$ cat config.mk
export PLATFORM = sky130hd
export DESIGN_NAME = contador_mod_n_cascata
export DESIGN_NICKNAME = d
export VERILOG_FILES = /design/src/rtl/contador_pkg.sv /design/src/rtl/contador_mod_n_digito.sv /design/src/rtl/contador_mod_n_cascata.sv
export SDC_FILE = /design/constraint.sdc
export NUM_CORES = 1
export LEC_CHECK = 0
export ABC_AREA = 1
export CAP_MARGIN = 20
export CORE_ASPECT_RATIO = 1.25
export CORE_UTILIZATION = 40
export CTS_BUF_LIST = sky130_fd_sc_hd__clkbuf_16
export CTS_CLUSTER_DIAMETER = 40
export DETAILED_ROUTE_END_ITERATION = 7
export PLACE_DENSITY = 0.7
export SYNTH_ARGS = -nofsm -noshare
export SYNTH_HDL_FRONTEND = slang
export SYNTH_SLANG_ARGS = --single-unit
export TNS_END_PERCENT = 5
$ cat constraint.sdc
create_clock -name clk -period 1.15 [get_ports clk]
set_clock_uncertainty 0.1 [all_clocks]
set_input_delay 0.23 -clock clk [delete_from_list [all_inputs] [get_ports clk]]
set_output_delay 0.23 -clock clk [all_outputs]
set_load 0.02 [all_outputs]
$ cat src/rtl/contador_pkg.sv
// Shared constants for the cascaded modulo counter: default digit width,
// seconds / MM:SS modulus packings and direction encoding.
package contador_pkg;

    localparam int DW_DEF = 4;

    // Digit 0 sits in the low field.
    localparam logic [7:0]  MOD_SEG  = {4'd6, 4'd10};
    localparam logic [15:0] MOD_MMSS = {4'd10, 4'd10, 4'd6, 4'd10};

    typedef enum logic {
        DOWN = 1'b0,
        UP   = 1'b1
    } dir_t;

    // A modulus of 2^DW does not fit in its DW-bit field, so it is packed as 0.
    function automatic int mod_value(input int field, input int dw);
        return (field == 0) ? (1 << dw) : field;
    endfunction

endpackage

$ cat src/rtl/contador_mod_n_digito.sv
// One modulo-M digit: clear, saturating parallel load, up/down step,
// and flags for terminal value and zero.
module contador_mod_n_digito
    import contador_pkg::*;
#(
    parameter int M  = 10,
    parameter int DW = DW_DEF
) (
    input  logic          clk,
    input  logic          clear,
    input  logic          load,
    input  logic [DW-1:0] d,
    input  logic          en_in,
    input  logic          up,
    output logic [DW-1:0] q,
    output logic          term,
    output logic          zero_d
);

    localparam logic [DW-1:0] TOP   = DW'(M - 1);
    localparam logic [DW:0]   MOD_W = (DW + 1)'(M);

    logic [DW-1:0] nxt;
    logic [DW-1:0] ld_val;

    always_comb begin
        // Out-of-range load fields clamp so the digit never leaves 0..M-1.
        ld_val = ({1'b0, d} >= MOD_W) ? TOP : d;
        if (up == UP) nxt = (q == TOP) ? '0 : q + 1'b1;
        else          nxt = (q == '0)  ? TOP : q - 1'b1;
    end

    always_ff @(posedge clk) begin
        if (clear)      q <= '0;
        else if (load)  q <= ld_val;
        else if (en_in) q <= nxt;
    end

    assign term   = (up == UP) ? (q == TOP) : (q == '0);
    assign zero_d = (q == '0);

endmodule

$ cat src/rtl/contador_mod_n_cascata.sv
// Cascaded multi-digit modulo counter with per-digit moduli, parallel load,
// up/down count, chain terminal count and zero flag.
// Build option CONTADOR_SATURA_EN: hold at the terminal value instead of wrapping.
module contador_mod_n_cascata
    import contador_pkg::*;
#(
    parameter int                    DIGITS = 2,
    parameter int                    DW     = DW_DEF,
    parameter logic [DW*DIGITS-1:0]  MODS   = MOD_SEG
) (
    input  logic                 clk,
    input  logic                 clear,
    input  logic                 loadn,
    input  logic                 en,
    input  logic                 up,
    input  logic [DW*DIGITS-1:0] data,
    output logic [DW*DIGITS-1:0] digits,
    output logic                 tc,
    output logic                 zero
);

    logic [DIGITS-1:0] term;
    logic [DIGITS-1:0] zero_d;
    logic [DIGITS:0]   chain;
    logic              all_term;
    logic              hold;

    assign all_term = &term;

`ifdef CONTADOR_SATURA_EN
    assign hold = all_term;
`else
    assign hold = 1'b0;
`endif

    // Every stepping digit updates on the same edge; the chain is pure combinational gating.
    assign chain[0] = en & ~hold;

    for (genvar i = 0; i < DIGITS; i++) begin : g_dig
        localparam int M = mod_value(int'(MODS[DW*i +: DW]), DW);

        contador_mod_n_digito #(
            .M  (M),
            .DW (DW)
        ) u_dig (
            .clk    (clk),
            .clear  (clear),
            .load   (~loadn),
            .d      (data[DW*i +: DW]),
            .en_in  (chain[i]),
            .up     (up),
            .q      (digits[DW*i +: DW]),
            .term   (term[i]),
            .zero_d (zero_d[i])
        );

        assign chain[i+1] = chain[i] & term[i];
    end

    assign tc   = en & all_term;
    assign zero = &zero_d;

endmodule

After elaboration in Yosys (flattened, before gate mapping)

Cells that the tools add are included.

Add/subtract/negate cells: 4
Order comparisons: 2
Equality and inequality tests: 4
Muxes and demuxes: 14
Bitwise operators: 2
Reduce and logical (&&, ||, !) cells: 4

Operators by type and width:

| kind                                                                                 | count |
|---|---|
| 4-bit two-way mux                                                                    | 12 |
| 4-bit by 1-bit adder with 4-bit output (second input constant)                       | 2 |
| 4-bit logical NOT                                                                    | 2 |
| 4-bit by 1-bit subtractor with 4-bit output (second input constant)                  | 2 |
| 4-bit by 3-bit == test with 1-bit output (second input constant)                     | 1 |
| 4-bit == test (second input constant)                                                | 1 |
| 4-bit by 3-bit greater-or-equal comparator with 1-bit output (second input constant) | 1 |
| 4-bit greater-or-equal comparator (second input constant)                            | 1 |
| 2-bit by 1-bit != test with 1-bit output (second input constant)                     | 2 |
| 2-bit AND reduction                                                                  | 2 |
| 1-bit bitwise AND                                                                    | 2 |
| 1-bit two-way mux                                                                    | 2 |

Bits in registers: 8
Output and inout port bits: 10
Word-level logic and storage cells: 32

Logic depth before layout (Yosys ltp)

Word-level depth: 5
Gate-level depth with buffers: 9
Mapped depth without buffers: 9

Cells and area by module

A second synthesis with hierarchy kept.

Cell total of the unflattened synthesis: 136
Area, all modules: 738.2 µm²

By module, submodules not included:

| module                                 | times used | cells each | area each (µm²) |
|---|---|---|---|
| contador_mod_n_digito (g_dig[0].u_dig) | 1          | 66         | 370.4 |
| contador_mod_n_digito (g_dig[1].u_dig) | 1          | 63         | 339.1 |
| contador_mod_n_cascata                 | 1          | 7          | 28.8 |

Worst setup path after synthesis

No wires, ideal clock.

Path kind: flip-flop to output port
Start: register g_dig[0].u_dig.q[0]
End: output tc
Data arrival time: 1.460 ns
Setup slack: -0.640 ns
Stages on the path, launching flop included: 7
Buffers on the path: 0
Path through: dfxtp_1 > inv_2 > nor2_2 > nand2_2 > nand2_2 > nand3_4 > a211oi_1

Word-level cells in the longest chain between the ends: 4

RTL lines:

| what                                               | line                         | source |
|---|---|---|
| start: declaration                                 | contador_mod_n_digito.sv:15  | `output logic [DW-1:0] q,` |
| start signal: assignment                           | contador_mod_n_digito.sv:35  | `else if (load) q <= ld_val;` |
| start signal: assignment                           | contador_mod_n_digito.sv:36  | `else if (en_in) q <= nxt;` |
| 4-bit == test or 4-bit logical NOT (tied branches) | contador_mod_n_digito.sv:39  | `assign term = (up == UP) ? (q == TOP) : (q == '0);` |
| 1-bit two-way mux (*)                              | contador_mod_n_digito.sv:39  |  |
| 2-bit AND reduction (*)                            | contador_mod_n_cascata.sv:28 | `assign all_term = &term;` |
| 1-bit bitwise AND (*)                              | contador_mod_n_cascata.sv:60 | `assign tc = en & all_term;` |
| end: declaration                                   | contador_mod_n_cascata.sv:18 | `output logic tc,` |

Mark *: on every way between the ends. The rest lies on a longest branch, timed or not.

Final worst setup path

Start: register g_dig[1].u_dig.q[0]
End: output tc

Word-level cells in the longest chain between the ends: 4

RTL lines:

| what                                                                          | line |
|---|---|
| start: declaration                                                            | contador_mod_n_digito.sv:15 |
| start signal: assignment                                                      | contador_mod_n_digito.sv:35 |
| start signal: assignment                                                      | contador_mod_n_digito.sv:36 |
| 4-bit by 3-bit == test with 1-bit output or 4-bit logical NOT (tied branches) | contador_mod_n_digito.sv:39 |
| 1-bit two-way mux (*)                                                         | contador_mod_n_digito.sv:39 |
| 2-bit AND reduction (*)                                                       | contador_mod_n_cascata.sv:28 |
| 1-bit bitwise AND (*)                                                         | contador_mod_n_cascata.sv:60 |

Marked as above.

==> impl_metrics.json <==
{
  "synth_top_family_by_area": "simple AND/OR/NAND/NOR gates",
  "rows": 17,
  "dieArea_mm2": 0.00205,
  "p_leak_uw": 0.000692,
  "portBuffers": 22,
  "synth_warnings": 0,
  "clkTransAtPathRegs_ps": 40,
  "synth_area_leader_cell": "dfxtp_1",
  "synth-adder-area-share": 0,
  "status": "complete, but fails checks",
  "ioPinCount": 23,
  "grt_pass1_wl_um": 4070,
  "area_delta_synth_final_pct": 84.4,
  "dpl.hpwl_um": 1870,
  "fmax_mhz": 613,
  "synth.top_cell.area_share": 0.214,
  "overflow": 0,
  "synthSimpleGateAreaFrac": 0.492,
  "hold_path.class": "input pin to flop",
  "hold_viol": 0,
  "firstDrtPassIters": 4,
  "synth_cell_types": 22,
  "cp_max_fo": 3,
  "hold_buffers": 0,
  "drt-initial-drc-count": 22,
  "die_height_um": 50.3,
  "viasPerCell": 5.26,
  "setup_viol": 12,
  "cts_buffers": 3,
  "drv_cap": 0,
  "tightest_slew_ps": 233,
  "sw_frac_of_total": 0.320,
  "p_switching_uw": 483,
  "numClockSinks": 8,
  "slew_headroom": 0.843,
  "drive_gt1_frac": 0.460,
  "final_nets": 204,
  "grt_use_total": 0.291,
  "ctsLongestPathBuffers": 2,
  "muxShareOfSynthArea": 0,
  "p_seq_frac": 0.216,
  "clk_root_buffer_cell": "clkbuf_16",
  "layout_common_cells": "buf_4 (35), nand2_1 (30), nor2_1 (14)",
  "worstSetupStartpointType": "flop",
  "crit_type": "flop to output pin",
  "initial_utilization": 0.423,
  "tritoncts": "yes",
  "largest-register": "g_dig.u_dig.q",
  "core_area_mm2": 0.00177,
  "synth-seq-cells": 8,
  "die_x_um": 40.7,
  "clk_latency_ps": 240,
  "cpPeakStageDelay_ps": 320,
  "n_antenna_cell": 0,
  "clock_power_share": 0.403,
  "num_vias": 1095,
  "route.antenna.remaining_nets": 0,
  "worst_slack_ps": -481,
  "internal_power_uw": 1030,
  "synth_compound_area_frac": 0.176,
  "antenna_found_initial": 0,
  "power.density_mw_per_mm2": 1100,
  "gp_congestion": 0.785,
  "fin_tns_setup_ps": -2550,
  "ys_seq_area_frac": 0.214,
  "reg.largest.list": "g_dig.u_dig.q: 8 flops",
  "largest_register_ffs": 8,
  "violations": "negative setup slack",
  "stdcell_area_mm2": 0.00138,
  "period_minus_slack_ps": 1630,
  "syn_nets": 144,
  "cp_common_cell": "nand2_2",
  "drc": 0,
  "netlist_area_um2": 747,
  "post-place-ws_ps": -1010,
  "min_period_over_period": 1.42,
  "totalWireLength_um": 2630,
  "final_util": 0.780,
  "h-tree-depth": 1,
  "combPwrFrac": 0.381,
  "synth.area.top_cells": "dfxtp_1 (21%), nand2_1 (18%), nand3_1 (8.7%)",
  "cp_cell_sequence": "nor2_2 -> nand2_2 -> inv_2 -> nand2_2 -> a211oi_4 -> buf_6",
  "detail_route.wl_per_cell_um": 12.6,
  "synthXorXnorAreaFrac": 0,
  "crit_required_ps": 820,
  "grt_pass1_vias": 1042,
  "grt_max_degree": 8,
  "end_kind": "output pin",
  "placed_area_mm2": 0.00123,
  "cp.arrival_ps": 1300,
  "syn_inst": 131,
  "max-vdd-ir-drop_mv": 0.933,
  "final_common_cell": "buf_4",
  "slowest_stage": "dfxtp_2",
  "drv_slew": 0,
  "rsz0062_at_grt": "true",
  "syn_area_per_cell_um2": 5.70
}
==> logic make-up after synthesis <==
family,count (synthesis)
compound gates,23
flops,8
simple gates,79
buf+inv,21
==> final cells by class <==
class,instances,area [um^2]
Timing Repair Buffer,57,467
Clock buffer,3,75.1
Tap cell,19,23.8
Inverter,19,73.8
Sequential cell,8,179
Multi-Input combinational cell,102,559
Fill cell,140,388
==> power groups by stage <==
stage                     clock network [uW]  registers [uW]  logic [uW]
final                                    609             327         575
after global routing                     630             331         626
after CTS                                614             326         549
after detailed placement                   0             328         521
after global placement                     0             327         515
after floorplan                            0             360         231
==> through the flow <==
| stage | hold slack [ps] | instances | total power (uW) |
|---|---|---|---|
| final | 491 | 208 | 1510 |
| after floorplan | 192 | 131 | 591 |
| after detailed placement | 510 | 200 | 849 |
| after global placement | 489 | 200 | 842 |
| after CTS | 487 | 208 | 1490 |
| after global routing | 503 | 208 | 1590 |
==> cell usage after synthesis, drive strengths merged <==
| cell | number |
|---|---|
| a211oi | 1 |
| a21oi | 9 |
| a221oi | 1 |
| buf | 2 |
| dfxtp | 8 |
| inv | 19 |
| nand2 | 42 |
| nand3 | 14 |
| nand4 | 2 |
| nor2 | 20 |
| nor3 | 1 |
| o21a | 1 |
| o21ai | 11 |
==> critical path, delay by kind of cell, from the launching register on <==
kind / cells / cell delay [ps]
buffers and inverters: 2 / 210
AOI/OAI and AO/OA: 1 / 230
DFF: 1 / 320
and+or+nand+nor: 3 / 300
==> path summary, 6_finish.rpt <==
path / start / to / slack [ps] / depth (start not counted)
max: g_dig[1].u_dig.q[0] / tc / -480 / 6
min: loadn / g_dig[1].u_dig.q[2] / 490 / 4
max reg2reg: g_dig[0].u_dig.q[0] / g_dig[1].u_dig.q[3] / -380 / 12
min reg2reg: g_dig[1].u_dig.q[3] / g_dig[1].u_dig.q[3] / 520 / 3
==> timing repair <==
item	4_1_cts	5_1_grt
buffers inserted	5	0
setup endpoints to repair	18	15
pin swaps	1	1
gates resized for setup	65	13
==> per-layer routing <==
layer	wire length, um	part of all wire	vias up	global-route usage
li1	-	-	539	-
met1	964	0.37	506	0.281
met2	1480	0.56	44	0.542
met3	136	0.052	6	0.0531
met4	43	0.016	0	0.128
met5	0	0	-	0
Note: power is estimated with default switching activity, not from simulation.
